### src/rtl/lsu_misalign_seq.sv
// Load/store sequencer: aligned accesses pass through; misaligned h/w become byte sequences.
// Optional LSU_MISALIGN_TRAP_EN: raise a one-cycle misalignment trap instead of splitting.
module lsu_misalign_seq #(
    parameter int ADDR_WIDTH = 32
) (
    input  logic                  iClk,
    input  logic                  iRstN,
    input  logic                  iValid,
    input  logic                  iMemRead,
    input  logic                  iMemWrite,
    input  logic [2:0]            iFunct3,
    input  logic [ADDR_WIDTH-1:0] iAddress,
    input  logic [31:0]           iWriteData,
    input  logic [31:0]           iMemReadData,
    output logic [ADDR_WIDTH-1:0] oMemAddress,
    output logic [31:0]           oMemWriteData,
    output logic [2:0]            oMemFunct3,
    output logic                  oMemRead,
    output logic                  oMemWrite,
    output logic [31:0]           oLoadData,
    output logic                  oStall,
    output logic                  oMisaligned
);

    typedef enum logic [1:0] {IDLE, BYTES, DONE} state_e;

    state_e                state_q, state_d;
    logic [ADDR_WIDTH-1:0] base_q, base_d;
    logic [31:0]           wdata_q, wdata_d;
    logic [2:0]            f3_q, f3_d;
    logic                  st_q, st_d;
    logic [1:0]            cnt_q, cnt_d;
    logic [31:0]           asm_q, asm_d;

    logic mis;
    logic last;
    logic [7:0] wbyte;

    assign mis = ((iFunct3[1:0] == 2'b01) && iAddress[0])
              || ((iFunct3 == 3'b010) && (iAddress[1:0] != 2'b00));
    assign last = (f3_q[1:0] == 2'b01) ? (cnt_q == 2'd1) : (cnt_q == 2'd3);
    assign wbyte = wdata_q[8*cnt_q +: 8];

`ifdef LSU_MISALIGN_TRAP_EN
    logic trap_q, trap_d;
    assign oMisaligned = trap_q;
`else
    assign oMisaligned = 1'b0;
`endif

    always_comb begin
        state_d = state_q;
        base_d  = base_q;
        wdata_d = wdata_q;
        f3_d    = f3_q;
        st_d    = st_q;
        cnt_d   = cnt_q;
        asm_d   = asm_q;
`ifdef LSU_MISALIGN_TRAP_EN
        trap_d  = 1'b0;
`endif
        oMemAddress   = iAddress;
        oMemWriteData = iWriteData;
        oMemFunct3    = iFunct3;
        oMemRead      = iValid & iMemRead & ~iMemWrite;
        oMemWrite     = iValid & iMemWrite;
        oLoadData     = iMemReadData;
        oStall        = 1'b0;
        unique case (state_q)
            IDLE: begin
                if (iValid && mis) begin
`ifdef LSU_MISALIGN_TRAP_EN
                    oMemRead  = 1'b0;
                    oMemWrite = 1'b0;
                    oLoadData = '0;
                    trap_d    = 1'b1;
`else
                    oMemFunct3    = iMemWrite ? 3'b000 : 3'b100;
                    oMemWriteData = {24'b0, iWriteData[7:0]};
                    oMemRead      = ~iMemWrite;
                    oMemWrite     = iMemWrite;
                    oStall        = 1'b1;
                    base_d        = iAddress;
                    wdata_d       = iWriteData;
                    f3_d          = iFunct3;
                    st_d          = iMemWrite;
                    asm_d[7:0]    = iMemReadData[7:0];
                    cnt_d         = 2'd1;
                    state_d       = BYTES;
`endif
                end
            end
            BYTES: begin
                oMemAddress   = base_q + ADDR_WIDTH'(cnt_q);
                oMemFunct3    = st_q ? 3'b000 : 3'b100;
                oMemWriteData = {24'b0, wbyte};
                oMemRead      = ~st_q;
                oMemWrite     = st_q;
                oStall        = 1'b1;
                if (!st_q) asm_d[8*cnt_q +: 8] = iMemReadData[7:0];
                cnt_d = cnt_q + 2'd1;
                if (last) state_d = DONE;
            end
            DONE: begin
                oMemRead  = 1'b0;
                oMemWrite = 1'b0;
                if (f3_q[1:0] == 2'b01)
                    oLoadData = f3_q[2] ? {16'b0, asm_q[15:0]}
                                        : {{16{asm_q[15]}}, asm_q[15:0]};
                else
                    oLoadData = asm_q;
                cnt_d   = 2'd0;
                state_d = IDLE;
            end
            default: state_d = IDLE;
        endcase
        // Reset kills strobes at once so a partly issued store never gets another byte.
        if (!iRstN) begin
            oMemRead  = 1'b0;
            oMemWrite = 1'b0;
            oStall    = 1'b0;
        end
    end

    always_ff @(posedge iClk or negedge iRstN) begin
        if (!iRstN) begin
            state_q <= IDLE;
            base_q  <= '0;
            wdata_q <= '0;
            f3_q    <= '0;
            st_q    <= 1'b0;
            cnt_q   <= '0;
            asm_q   <= '0;
`ifdef LSU_MISALIGN_TRAP_EN
            trap_q  <= 1'b0;
`endif
        end else begin
            state_q <= state_d;
            base_q  <= base_d;
            wdata_q <= wdata_d;
            f3_q    <= f3_d;
            st_q    <= st_d;
            cnt_q   <= cnt_d;
            asm_q   <= asm_d;
`ifdef LSU_MISALIGN_TRAP_EN
            trap_q  <= trap_d;
`endif
        end
    end

endmodule
### config.mk
export PLATFORM = sky130hd
export DESIGN_NAME = lsu_misalign_seq
export DESIGN_NICKNAME = d
export VERILOG_FILES = /design/src/rtl/lsu_misalign_seq.sv
export SDC_FILE = /design/constraint.sdc
export NUM_CORES = 1
export LEC_CHECK = 0
export CAP_MARGIN = 20
export CORE_AREA = 2 2 119 121
export DETAILED_ROUTE_END_ITERATION = 6
export DIE_AREA = 0 0 121 123
export GPL_ROUTABILITY_DRIVEN = 0
export GPL_TIMING_DRIVEN = 0
export PLACE_DENSITY = 0.81
export SYNTH_ARGS = -nofsm -noshare
export SYNTH_HDL_FRONTEND = slang
export SYNTH_SLANG_ARGS = --single-unit
### constraint.sdc
create_clock -name iClk -period 3.6 [get_ports iClk]
set_input_delay 0.72 -clock iClk [delete_from_list [all_inputs] [get_ports iClk]]
set_output_delay 0.72 -clock iClk [all_outputs]
set_load 0.01 [all_outputs]
==> results by stage, run 1 <==
Setup path:
- The critical path arrival is 2.83 ns.
- The class of the most critical setup path is reg -> out.
- The signal on the critical path passes through ha_2 -> inv_1 -> fa_2 -> nor2b_4 -> nand2_2 -> buf_4 -> or4_1 -> a31oi_1 -> clkdlybuf4s15_2.
- The type of element launching the critical path is a flip-flop.
- For the worst flop-to-flop path, the logic depth is 6.
- The critical path starts at cnt_q[0].
- The startpoint of the most critical register-to-register path is cnt_q[0].
- The cell with the biggest individual delay on the critical path is sky130_fd_sc_hd__or4_1.
- The destination of the worst register-to-register timing path is asm_q[0].
- The internal reg-to-reg setup slack is 0.99 ns.
- The critical path capture point type is a primary output.
- Data on the critical path is required at its endpoint by 2.88 ns.
- For this run, the slowest stage of the critical path takes 0.50 ns.
- The biggest fanout along the worst timing path is 10.

Synth:
- Counting every net in the synthesized netlist gives 781.
- Of the synthesized area, sequential elements account for 41.48%.
- After synthesis the netlist holds a flip-flop and latch count of 104.
- Counting distinct cell types in the post-synthesis netlist gives 50.
- The number of warnings issued by yosys is 0.
- Among all flip-flop cells after synthesis, the most frequent one is sky130_fd_sc_hd__dfrtp_1.
- In this run the mean area of a mapped cell was 9.379 µm².
- The cell count after synthesis is 669.
- Summing every instance area after synthesis gives 0.006275 mm².
- For this run, asynchronously set or reset flops after synthesis account for 100.0%.
- In this run, synthesis inferred 0 flip-flops with an integrated enable.

Timing:
- On the final layout, the worst hold slack is 0.3823 ns.
- In this run the tightest slew margin relative to its limit is 26.87%.
- The total setup violations reported at the end of the flow is 0.
- The number of hold violations in the final report was 0.
- The sum of negative setup slack is 0 ns.
- The worst-margin pin slew is 1.097 ns.
- The smallest clock period supported by the final layout is computed as 3.547 ns.
- The final critical-path setup slack is 0.05302 ns.
- The number of pins with negative max-slew slack in the final report is 0.
- For the final database, setup skew stands at 0.006781 ns.
- Setup repair after global routing could not meet its margin everywhere.
- For this run, the top clock speed supported by timing is 281.9 MHz.
- The final critical path takes up 98.53% of the cycle.

Flow run:
- The max-cap check violation count is 0.

GRT:
- The initial antenna violation count is 0.
- The global routing usage summed across all routing layers is 25.56%.
- The number of global-route vias before repair is 5,966.
- The first-pass GRT wire length is 29,780 µm.
- Summed over all layers, the global routing overflow is 0.
- Entering global routing, the biggest net connects 57 pins.

Final layout:
- For this run, the post-layout net count is 1,020.
- For this run, the number of standard cells in the final layout without fillers is 1,093.
- The area growth from synthesis to layout is 46.32%.
- Counting the fill cells in the layout gives 1,119.
- The post-layout utilization of the core is 67.45%.
- 0 antenna diodes ended up in the layout.
- The fraction of final layout cells sized beyond drive strength 1 is 20.48%.
- Once layout is done, the placed cells without fillers occupy 0.009181 mm².

Floorplan:
- The die is 123 µm tall.
- The floorplan has 43 rows.
- The area of the placeable core is 0.01361 mm².
- The starting utilization of the core area is 46.10%.
- The I/O pin count is 207.
- In this run the horizontal extent of the chip is 121 µm.
- The floorplan step defined a die boundary enclosing 0.01488 mm².

Power and ir drop:
- The maximum vdd ir drop is 438.8 µV.
- The share of power burned in combinational logic is 55.1%.
- After layout, the design draws a total of 7.147 mW.
- For this design the static power due to leakage is 3.968 nW.
- Net switching is 40.28% of the power.
- For this design the total switching power over the nets is 2.879 mW.
- The relative contribution of the clock network to total power is 13.9%.
- The cell-internal power is 4.268 mW.
- The sequential cell fraction of total power is 30.9%.
- Dividing total power by cell area gives a power density of 778.4 mW/mm².

Clocking:
- The worst-skew pair later-pin latency is 0.36 ns.
- For this design, the sink count on the clock tree is 104.
- After clock tree synthesis, the flow added hold-fix buffers numbering 0.
- Buffers inserted during clock tree synthesis total 9.
- The clock passes through at most 2 buffers.
- The clock tree from TritonCTS is yes.
- Clock-pin slew was measured on the worst setup and hold paths at 0.08 ns.
- The H-tree depth is 3.
- The root buffer cell chosen for the clock tree is sky130_fd_sc_hd__clkbuf_16.

Detailed routing:
- The detailed-route wire length per cell is 17.08 µm.
- Using the TritonRoute via totals, the vias-per-cell ratio works out to 5.468.
- The number of DRC violations after detailed-routing iteration 0 is 416.
- For this block, the routed nets add up to 18,670 µm of wire.
- The remaining antenna violation count after routing is 0.
- The post-route DRC violation count is 0.
- The via count of the routed design is 5,977.
- The first detailed-routing pass ran for 5 iterations.

Run status:
- The flow ran to the end, and the final reports show no timing, DRC or antenna violations.

Place:
- The worst slack after detailed placement is -0.9919 ns.
- In this run the cell area measured after placement is 0.008577 mm².
- Port buffering added 205 buffers.
- Counting tap cells, the placed design contains a total of 1,055 instances.
- The HPWL reported at the end of detailed placement is 13,870 µm.

Worst hold path:
- The path class of the tightest hold or removal check is in -> async.
-- flip-flops by register name (all words and copies together), names as in the netlist --
register	cells
base_q	32
state_q	2
st_q	1
cnt_q	2
asm_q	32
wdata_q	32
f3_q	3
-- timing repair --
item	in CTS	in global routing
pin swaps	4	5
resized for setup	55	44
setup endpoints to repair	91	65
cloned	0	0
setup buffers	10	11
-- routing by layer --
metal | up-vias | part of all wire (%) | GRT usage [%]
li1 | 2866 | - | -
met1 | 2889 | 42 | 32.13
met2 | 200 | 49 | 42.42
met3 | 22 | 7.2 | 7.841
met4 | 0 | 1.4 | 7.849
met5 | - | 0 | 0
-- cell type report --
type	count	area, µm²	area share [%]
flip-flops and latches	104	2610	28.43
multi-input cells	501	3502	38.14
well taps	180	225.2	2.453
clock inverters	6	58.81	0.6405
repair buffers	228	2243	24.43
clock buffers	10	239.0	2.603
plain buffers	42	216.5	2.358
inverters	22	86.33	0.9403
-- synthesized netlist by cell type (all sizes together) (3+ instances only) --
cell type | instances | share of area [%]
xor2 | 7 | 0.98
nand4 | 10 | 1.2
o31ai | 13 | 1.6
a21o | 3 | 0.36
inv | 22 | 1.3
nand3 | 13 | 1.0
or3 | 4 | 0.40
mux4 | 8 | 2.9
dfrtp | 104 | 41
nand2 | 131 | 7.8
o41ai | 4 | 0.56
nor2 | 37 | 2.2
nor3 | 4 | 0.32
clkbuf | 32 | 1.9
or4 | 13 | 1.6
nor3b | 3 | 0.36
a31oi | 19 | 1.9
a21oi | 21 | 1.7
buf | 10 | 0.74
nand2b | 4 | 0.40
mux2 | 83 | 15
mux2i | 8 | 1.3
and3 | 4 | 0.40
a21boi | 26 | 3.1
ha | 7 | 1.4
xnor2 | 6 | 0.84
o21ai | 42 | 3.3
nor4 | 5 | 0.50
-- cells in the final DEF, fill, tap and decap left out, types with 4 or more instances in the layout --
master                            count
sky130_fd_sc_hd__clkdlybuf4s50_1    176
sky130_fd_sc_hd__nand2_1            129
sky130_fd_sc_hd__dfrtp_1             98
sky130_fd_sc_hd__mux2_2              83
sky130_fd_sc_hd__o21ai_0             42
sky130_fd_sc_hd__nor2_1              35
sky130_fd_sc_hd__buf_4               24
sky130_fd_sc_hd__a21boi_0            23
sky130_fd_sc_hd__inv_1               21
sky130_fd_sc_hd__a21oi_1             20
sky130_fd_sc_hd__a31oi_1             18
sky130_fd_sc_hd__clkbuf_1            17
sky130_fd_sc_hd__clkbuf_2            16
sky130_fd_sc_hd__dlymetal6s2s_1      14
sky130_fd_sc_hd__nand3_1             13
sky130_fd_sc_hd__or4_1               12
sky130_fd_sc_hd__o31ai_1             12
sky130_fd_sc_hd__nand4_1              9
sky130_fd_sc_hd__clkbuf_16            9
sky130_fd_sc_hd__mux4_2               8
sky130_fd_sc_hd__mux2i_1              8
sky130_fd_sc_hd__dlygate4sd2_1        8
sky130_fd_sc_hd__xor2_1               7
sky130_fd_sc_hd__buf_2                6
sky130_fd_sc_hd__xnor2_1              6
sky130_fd_sc_hd__ha_1                 6
sky130_fd_sc_hd__dfrtp_2              6
sky130_fd_sc_hd__nand2b_1             4
sky130_fd_sc_hd__and3_1               4
sky130_fd_sc_hd__o41ai_1              4
sky130_fd_sc_hd__or3_1                4
sky130_fd_sc_hd__inv_6                4
-- worst max-delay path: cells and delay by family (launching register included) --
family / cells / cell delay, ns
buffers and inverters: 3 / 0.49
AO/OA/AOI/OAI: 1 / 0.20
adder cells (fa/ha/maj): 2 / 0.60
AND/OR/NAND/NOR: 3 / 0.78
flip-flops: 1 / 0.39
-- worst max path at each step --
stage / end / slack (ns) / cells past startpoint
after detailed placement: oMemAddress[22] / -0.99 / 9
after CTS: oMemAddress[22] / -0.07 / 9
after floorplan: oMemAddress[22] / 0.23 / 8
after global routing: oMemAddress[22] / -0.05 / 9
final: oMemAddress[22] / 0.05 / 9
after global placement: oMemWrite / -3.17 / 4
-- cells by family after synthesis --
family,share of synthesized area [%]
AOI/OAI and AO/OA,13.76
xor gates and xnor gates,1.815
adders and majority gates,1.715
buffers and inverters,3.968
DFF,41.48
muxes,19.04
other,0.05976
and+or+nand+nor,18.16
-- power groups by stage --
stage	Combinational, mW	Clock, mW	Sequential [mW]
after floorplan	2.23	0	2.08
after global placement	3.74	0	2.20
after detailed placement	3.79	0	2.23
after CTS	3.85	1.02	2.21
after global routing	4.32	1.05	2.29
final	3.94	0.996	2.21
Note: power is estimated with default switching activity, not from simulation.
==> run 2: changes to the inputs <==
- GPL_ROUTABILITY_DRIVEN: 0 -> 1
==> results of run 2 <==
No change in the layout: final DEF, timing and power equal those of run 1.
==> run 3: changes to the inputs <==
- MAX_ROUTING_LAYER: unset -> met4
==> results by stage, run 3 (synthesis results as in run 1) <==
Run status:
- The run finished with clean final reports.

Setup path:
- The critical path arrival is 2.83 ns.
- The worst register-to-register path begins at cnt_q[0].
- At the worst endpoint, the required time is 2.88 ns.
- In this run the worst path has a maximum fanout of 10.
- The class of the most critical setup path is reg -> out.
- In this run the worst setup path begins at cnt_q[0].
- The critical path capture point type is a primary output.
- The type of element launching the critical path is a flip-flop.

Final layout:
- The largest registers in the layout are asm_q (32), base_q (32), wdata_q (32).
- Leaving out fill and tap cells, the most frequent cells in the layout are 176 x sky130_fd_sc_hd__clkdlybuf4s50_1, 129 x sky130_fd_sc_hd__nand2_1, 98 x sky130_fd_sc_hd__dfrtp_1.
- The most common library cell in the layout ignoring fill and taps is sky130_fd_sc_hd__clkdlybuf4s50_1.
- The fraction of final layout cells sized beyond drive strength 1 is 20.48%.
- The count of filler cells inserted in the layout is 1,119.
- At the end of the flow, the number of nets in the layout was 1,020.
- Excluding fillers, the count of instances in the completed layout stands at 1,093.
- The area growth from synthesis to layout is 46.32%.
- The repair_antennas step left the layout with diodes totalling 0.

Timing:
- The number of pins with negative max-slew slack in the final report was 0.
- The total setup violations reported at the end of the flow is 0.
- The maximum operating frequency is 281.9 MHz.
- The relative slew slack is 25.18%.
- The final critical-path share of the clock period is 98.54%.
- Setup repair after global routing could not meet its margin everywhere.
- After routing, the total negative slack on setup checks comes to 0 ns.
- The worst-margin pin slew is 1.122 ns.
- The number of hold violations in the final report is 0.
- The post-route minimum period is 3.547 ns.
- The clock arrives with 0.005084 ns of skew.
- The tightest hold path in the finished design has a slack of 0.3819 ns.

Detailed routing:
- In the routed design, unresolved DRC markers number 0.
- The first routing iteration left 432 violations.
- The length of routed wiring on met1 is 7978 µm.
- In the final routed layout, each cell accounts on average for 17.12 µm.
- The post-detailed-routing wire length is 18,720 µm.
- Using the TritonRoute via totals, the vias-per-cell ratio works out to 5.451.
- The number of detailed-routing iterations run before antenna repair is 5.
- For this block, the via count after detailed routing is 5,958.
- The remaining antenna violation count after routing is 0.
- Summed over all nets, wire length on met2 after detailed routing comes to 9130 µm.
- After detailed routing, no signal wire sits above met4.
- The total length of routed met3 wires is 1321 µm.

Power and ir drop:
- The maximum vdd ir drop is 439.9 µV.
- The leakage power of the design is 3.968 nW.
- The power per cell area is 778.7 mW/mm².

Place:
- Routability-driven placement finished with a final weighted congestion of 0.8946.
- The HPWL reported at the end of detailed placement is 13,870 µm.
- Counting tap cells, the placed design contains a total of 1,055 instances.
- During placement, the flow inserted port buffers numbering 205.

Clocking:
- For the worst-skew pair, the clock arrives at the later sink with an insertion delay of 0.37 ns.
- The master cell of the clock root buffer is sky130_fd_sc_hd__clkbuf_16.
- In this run the number of H-tree levels came out at 3.
- The number of clock sinks seen by CTS is 104.
- After clock tree synthesis, the clock-pin slew on the worst setup and hold paths is 0.08 ns.
- The cts-stage hold buffer count is 0.
- TritonCTS created 9 clock buffers.
- The longest clock path from root to sink contains 2 buffers.
- TritonCTS built the clock tree.

GRT:
- Entering global routing, the biggest net connects 57 pins.
- The total overflow left after global routing is 0.
- The number of global-route vias before repair came to 5,966.
- The first-pass GRT wire length is 29,760 µm.
- The initial antenna violation count is 0.
- The global routing usage summed across all routing layers is 26.33%.

Floorplan:
- Pin placement for this block handled 207 I/O pins.
- Once the floorplan was initialized, standard cells occupied 46.10% of the core.
- The floorplan step set the die width to 121 µm.
- The row count is 43.
- The chip height is 123 µm.
- The core region is 0.01361 mm².
- The die area is 0.01488 mm².

Worst hold path:
- The path class of the tightest hold or removal check is in -> async.

Flow run:
- The tool flagged a number of max-cap violations equal to 0.
run 3: cell counts in the layout (fill, tap and decap cells not counted):
Identical to the previous run, type by type.
run 3: final cells by class:
type	instances	area [µm²]	area share, %
clock buffer	10	239.0	2.603
clock inverter	6	58.81	0.6405
buffer	42	216.5	2.358
tap	180	225.2	2.453
inverter	22	86.33	0.9403
timing repair buffer	228	2243	24.43
multi-input combinational	501	3502	38.14
sequential	104	2610	28.43
run 3: timing repair:
item,4_1_cts,5_1_grt
buffers inserted,10,11
gates resized for setup,55,44
cloned,0,0
pin swaps,4,5
setup endpoints to repair,91,65
run 3: per-stage QoR:
step	instance area [µm²]	total power [mW]	utilization (%)	setup WS, ns
3_5_place_dp	8577	6.013	63.01	-0.9919
4_1_cts	9032	7.074	66.36	-0.07110
2_1_floorplan	6275	4.311	-	0.2306
5_1_grt	9181	7.671	67.45	-0.04662
6_report	9181	7.150	67.45	0.05270
3_3_place_gp	8552	5.938	62.83	-3.174
run 3: final timing paths:
| check | to | slack [ns] | depth (start not counted) |
|---|---|---|---|
| worst max register to register | asm_q[31] | 0.99 | 6 |
| worst min register to register | f3_q[1] | 0.47 | 1 |
| worst max-delay path | oMemAddress[22] | 0.05 | 9 |
| max in group asynchronous | base_q[20] | 2.50 | 2 |
| worst min-delay path | wdata_q[22] | 0.38 | 1 |
| min in group iClk | f3_q[1] | 0.47 | 1 |
run 3: metal layers:
metal / vias up / track usage [%]
met2: 214 / 42.42
met4: 0 / 7.849
met5: - / -
met1: 2854 / 32.79
li1: 2866 / -
met3: 24 / 6.919
run 3: worst max-delay path, cell delays in order, from the launching register on:
cell	delay (ns)
sky130_fd_sc_hd__dfrtp_1	0.39
sky130_fd_sc_hd__ha_2	0.21
sky130_fd_sc_hd__inv_1	0.06
sky130_fd_sc_hd__fa_2	0.39
sky130_fd_sc_hd__nor2b_4	0.18
sky130_fd_sc_hd__nand2_2	0.10
sky130_fd_sc_hd__buf_4	0.18
sky130_fd_sc_hd__or4_1	0.50
sky130_fd_sc_hd__a31oi_1	0.20
sky130_fd_sc_hd__clkdlybuf4s15_2	0.25
run 3: report_power, final:
group          switching (mW)  total, mW  internal, mW
Combinational            1.92       3.94          2.02
Sequential              0.465       2.21          1.75
Clock                   0.491      0.996         0.505
==> patch 1 (config.mk and constraints of run 2) <==
`wdata_q` no longer has a reset.
--- a/src/rtl/lsu_misalign_seq.sv
+++ b/src/rtl/lsu_misalign_seq.sv
@@ -127,5 +127,4 @@
             state_q <= IDLE;
             base_q  <= '0;
-            wdata_q <= '0;
             f3_q    <= '0;
             st_q    <= 1'b0;
@@ -138,5 +137,4 @@
             state_q <= state_d;
             base_q  <= base_d;
-            wdata_q <= wdata_d;
             f3_q    <= f3_d;
             st_q    <= st_d;
@@ -149,3 +147,7 @@
     end
 
+    always_ff @(posedge iClk) begin
+        wdata_q <= wdata_d;
+    end
+
 endmodule
Behaviour: same outputs for any inputs over 4 cycles, from zero or initial values and one cycle with iRstN low; that may be too few to reach the edited logic, so the function may still have changed.
==> patch 1 against run 2 <==
Synthesized area is 2.7% lower. Routed wire length is 0.74% lower. Total power is 8.8% lower. Cell count down 3.3%. Maximum frequency up 0.25%. Setup slack gained 0.0087 ns. Count of clock-buffer cells in the layout decreased by 1. Via count decreased by 1.4%. Global-route usage is 0.14 points lower. Sequential cell count unchanged. Clock skew grew 0.0044 ns. First-iteration DRC count is 12% higher. Sequential share of layout area increased by 2.7 points. Design area fell by 3.2%.
==> patch 1: results (changes against run 2) <==
Clock network
  • H-tree depth: 3 (unchanged)
  • Num CTS Buffers: 9 (unchanged)

Worst setup path
  • Slowest CP cell: or4_1 (unchanged)
  • Worst Path Arrival: 2.82 ns (was 2.83 ns)
  • FF-to-FF Start: cnt_q[0]$_DFFE_PN0P_ (unchanged)
  • Critical Path Source: base_q[0]$_DFFE_PN0P_ (was cnt_q[0]$_DFFE_PN0P_)
  • R2R setup slack: 1.03 ns (was 0.99 ns)
  • CP max FO: 3 (was 10)
  • CP endpoint: oMemAddress[28] (was oMemAddress[22])
  • Worst reg2reg path depth: 7 (was 6)
  • Reg-to-reg endpoint: asm_q[4]$_DFFE_PN0P_ (was asm_q[0]$_DFFE_PN0P_)
  • Max incr delay on CP: 0.49 ns

Global routing
  • Initial antenna violation count: 0 (unchanged)
  • Vias in the first global route: 5632 (was 5966)
  • Total track usage: 25.4% (was 25.6%)
  • Largest net degree at the start of global routing: 41 (was 57)
  • First-pass GRT wire length: 29500 um (was 29800 um)

Synthesis
  • Syn nets: 756 (was 781)
  • Post-synth EDFFs: 32 (was 0)
  • Ys Warns: 0 (unchanged)
  • Synth unique cells: 52 (was 50)
  • FFs w/ async S/R, synth: 69.2% (was 100%)
  • Sequential fraction of the synthesis area: 45.2% (was 41.5%)
  • Most common library cells after synthesis: nand2_1 (133), dfrtp_1 (72), mux2_2 (52), o21ai_0 (47), nor2_1 (39) (was nand2_1 (131), dfrtp_1 (104), mux2_2 (83), o21ai_0 (42), nor2_1 (37))
  • Top cells by area in the synthesized netlist: dfrtp_1 (30%), edfxtp_1 (16%), mux2_2 (9.6%), nand2_1 (8.2%), o21ai_0 (3.9%) (was dfrtp_1 (41%), mux2_2 (15%), nand2_1 (7.8%), o21ai_0 (3.3%), a21boi_0 (3.1%))

Timing
  • Hold Fails Final Rpt: 0 (unchanged)
  • Final period util: 98.3% (was 98.5%)
  • Min Hold Slack: 0.325 ns (was 0.382 ns)
  • Worst-Margin Slew: 0.928 ns (was 1.10 ns)
  • Clock skew: 0.0112 ns (was 0.00678 ns)

Floorplanning
  • Die area: 14900 um^2 (unchanged)

Detailed routing
  • 1st-pass router iterations: 5 (unchanged)
  • Routed wire length: 18500 um (was 18700 um)
  • Initial DRC count: 465 (was 416)
  • Routed vias: 5896 (was 5977)

Pwr
  • Pleak: 0.00349 uW (was 0.00397 uW)
  • Cell-internal power: 3840 uW (was 4270 uW)
  • Max rail drop VDD: 373 uV (was 439 uV)

Finish
  • Antenna diodes: 0 (unchanged)
  • Nets: 984 (was 1020)
  • Top Registers: asm_q (32), base_q (32), wdata_q (32) (unchanged)
  • Share of cells above drive strength 1: 14.5% (was 20.5%)
  • Fillers: 1122 (was 1119)

Outcome
  • Status: completed (unchanged)

Placement
  • Gpl congestion: 0.949 (was 0.880)
  • Port Buffers: 204 (was 205)
  • Post-DP HPWL: 13600 um (was 13900 um)
  • Pre-CTS setup slack: -0.872 ns (was -0.992 ns)
-- patch 1: per-stage QoR --
stage | cell area (um^2) | cells | util (%)
after floorplan | 6110 | 644 | -
after global placement | 8370 | 1028 | 61.5
after detailed placement | 8420 | 1030 | 61.9
after CTS | 8770 | 1052 | 64.4
after global routing | 8880 | 1057 | 65.3
final | 8880 | 1057 | 65.3
-- patch 1: final cells by class --
class	count	area, um^2	area share, %
clock buffers	9	225	2.53
flip-flops and latches	104	2760	31.1
well taps	180	225	2.53
clock inverters	7	53.8	0.606
multi-input cells	483	3210	36.1
repair buffers	220	2160	24.3
plain buffers	39	193	2.17
inverters	15	56.3	0.634
-- patch 1: cell families after synthesis --
logic type	count (synthesis)	share of synthesized area [%]
fa+ha+maj	8	1.76
xor+xnor	13	1.86
compound gates	150	15.6
other cells	1	0.0614
flops	104	45.2
simple gates	250	19.0
mux	61	12.7
buf+inv	57	3.71
-- patch 1: power by group through the flow --
stage | sequential, uW | clock (uW) | combinational (uW)
after floorplan | 1930 | 0 | 1970
after global placement | 2030 | 0 | 3430
after detailed placement | 2050 | 0 | 3500
after CTS | 2010 | 953 | 3490
after global routing | 2100 | 999 | 3900
final | 2030 | 941 | 3540
-- patch 1: layer usage --
metal	routed length [um]	up-vias	track usage [%]
met2	8800	248	40.6
met3	1330	36	3.74
li1	-	2782	-
met1	7960	2830	35.3
met5	0	-	0
met4	440	0	9.52
-- patch 1: worst max-delay path: cells and delay by family, from the launching register on --
family,cells,cell delay (ns)
compound gates,1,0.22
fa+ha+maj,2,0.51
buf+inv,3,0.43
flops,1,0.39
simple gates,3,0.94
-- patch 1: repair_timing --
action | in CTS | in global routing
buffers inserted | 8 | 6
gates resized for setup | 50 | 24
endpoints found under the setup margin | 54 | 87
pin swaps | 5 | 3
==> patch 2 (flow settings as in run 2) <==
Made on the original files. Set the parameter `ADDR_WIDTH` to 24 (it was 32).
--- a/src/rtl/lsu_misalign_seq.sv
+++ b/src/rtl/lsu_misalign_seq.sv
@@ -2,5 +2,5 @@
 // Optional LSU_MISALIGN_TRAP_EN: raise a one-cycle misalignment trap instead of splitting.
 module lsu_misalign_seq #(
-    parameter int ADDR_WIDTH = 32
+    parameter int ADDR_WIDTH = 24
 ) (
     input  logic                  iClk,
Ports: changed (resized iAddress and oMemAddress); port bits go from 207 to 191. No check against the original RTL was run, so the function may have changed too.
==> patch 2 against run 2 <==
Design area fell by 12%. Setup slack improved by 0.025 ns. Core utilization fell by 8.0 points. Cell count fell by 12%. Via count fell by 15%. Sequential share of layout area rose by 1.3 points. Routed wire length fell by 13%. Global-route usage fell by 3.1 points. Die area did not move. Worst hold slack got worse by 0.037 ns. Total power fell by 12%. Synthesized area fell by 11%. Sequential cell count fell by 8. Largest power group unchanged. Highest routed layer unchanged.
==> patch 2: results (changes against run 2) <==
Pwr
  • Sequential power: 2000 uW (was 2210 uW)
  • Switching Fraction: 39.2% (was 40.3%)
  • Pleak: 0.00341 uW (was 0.00397 uW)
  • Max rail drop VDD: 423 uV (was 439 uV)

Synthesis
  • Syn nets: 679 (was 781)
  • Yosys top cell area share: 43.1% (was 41.5%)
  • Top cells by area in the synthesized netlist: dfrtp_1 (43%), mux2_2 (15%), nand2_1 (8.0%), o21ai_0 (4.1%), o21a_1 (3.5%) (was dfrtp_1 (41%), mux2_2 (15%), nand2_1 (7.8%), o21ai_0 (3.3%), a21boi_0 (3.1%))

Worst setup path
  • Reg-to-reg endpoint: asm_q[14]$_DFFE_PN0P_ (was asm_q[0]$_DFFE_PN0P_)
  • Slowest CP cell: clkdlybuf4s50_1 (was or4_1)
  • WP buf/inv: 4 (was 3)
  • Critical Path Source: iFunct3[2] (was cnt_q[0]$_DFFE_PN0P_)

Global routing
  • Met1 Use GR: 29.5% (was 32.1%)
  • Met3 Use GR: 5.49% (was 7.84%)
  • Total track usage: 22.5% (was 25.6%)
  • Largest net degree at the start of global routing: 61 (was 57)

Finish
  • Non-Clock Buffer Area Fraction: 26.3% (was 26.8%)
  • Multi-input gate area in the final layout: 3010 um^2 (was 3500 um^2)
  • Inverters, non-clock: 9 (was 22)
  • Top Registers: asm_q (32), wdata_q (32), base_q (24) (was asm_q (32), base_q (32), wdata_q (32))
  • Clkbuf count: 9 (was 10)

Detailed routing
  • Routed vias: 5058 (was 5977)
  • Metal-1 WL: 6970 um (was 7890 um)
  • Routed wire length: 16200 um (was 18700 um)
  • WL per Instance: 16.8 um (was 17.1 um)

Clock network
  • Post_cts resized: 28 (was 55)
  • Total setup buffers inserted after CTS: 5 (was 10)

Placement
  • Port Buffers: 189 (was 205)
  • Post-DP HPWL: 11900 um (was 13900 um)

Outcome
  • Status: completed (unchanged)

Timing
  • Min Hold Slack: 0.345 ns (was 0.382 ns)
[patch 2: stage by stage]
| stage | util (%) | setup slack (ns) | setup TNS, ns | total power [uW] |
|---|---|---|---|---|
| 5_1_grt | 59.5 | -0.00568 | -0.00568 | 6760 |
| 2_1_floorplan | - | 0.629 | 0 | 3840 |
| 3_5_place_dp | 56.7 | -0.686 | -11.26 | 5350 |
| 6_report | 59.5 | 0.0782 | 0 | 6280 |
| 4_1_cts | 59.3 | -0.0198 | -0.0198 | 6320 |
| 3_3_place_gp | 56.5 | -2.60 | -206.45 | 5280 |
[patch 2: kinds of logic after synthesis]
kind of cell / Yosys count / share of synthesized area (%)
AND/OR/NAND/NOR: 202 / 16.7
AO/OA/AOI/OAI: 124 / 14.3
flip-flops: 96 / 43.1
multiplexers: 82 / 18.1
buffers and inverters: 47 / 3.41
XOR/XNOR: 15 / 2.35
adder cells (fa/ha/maj): 8 / 1.93
other: 1 / 0.0672
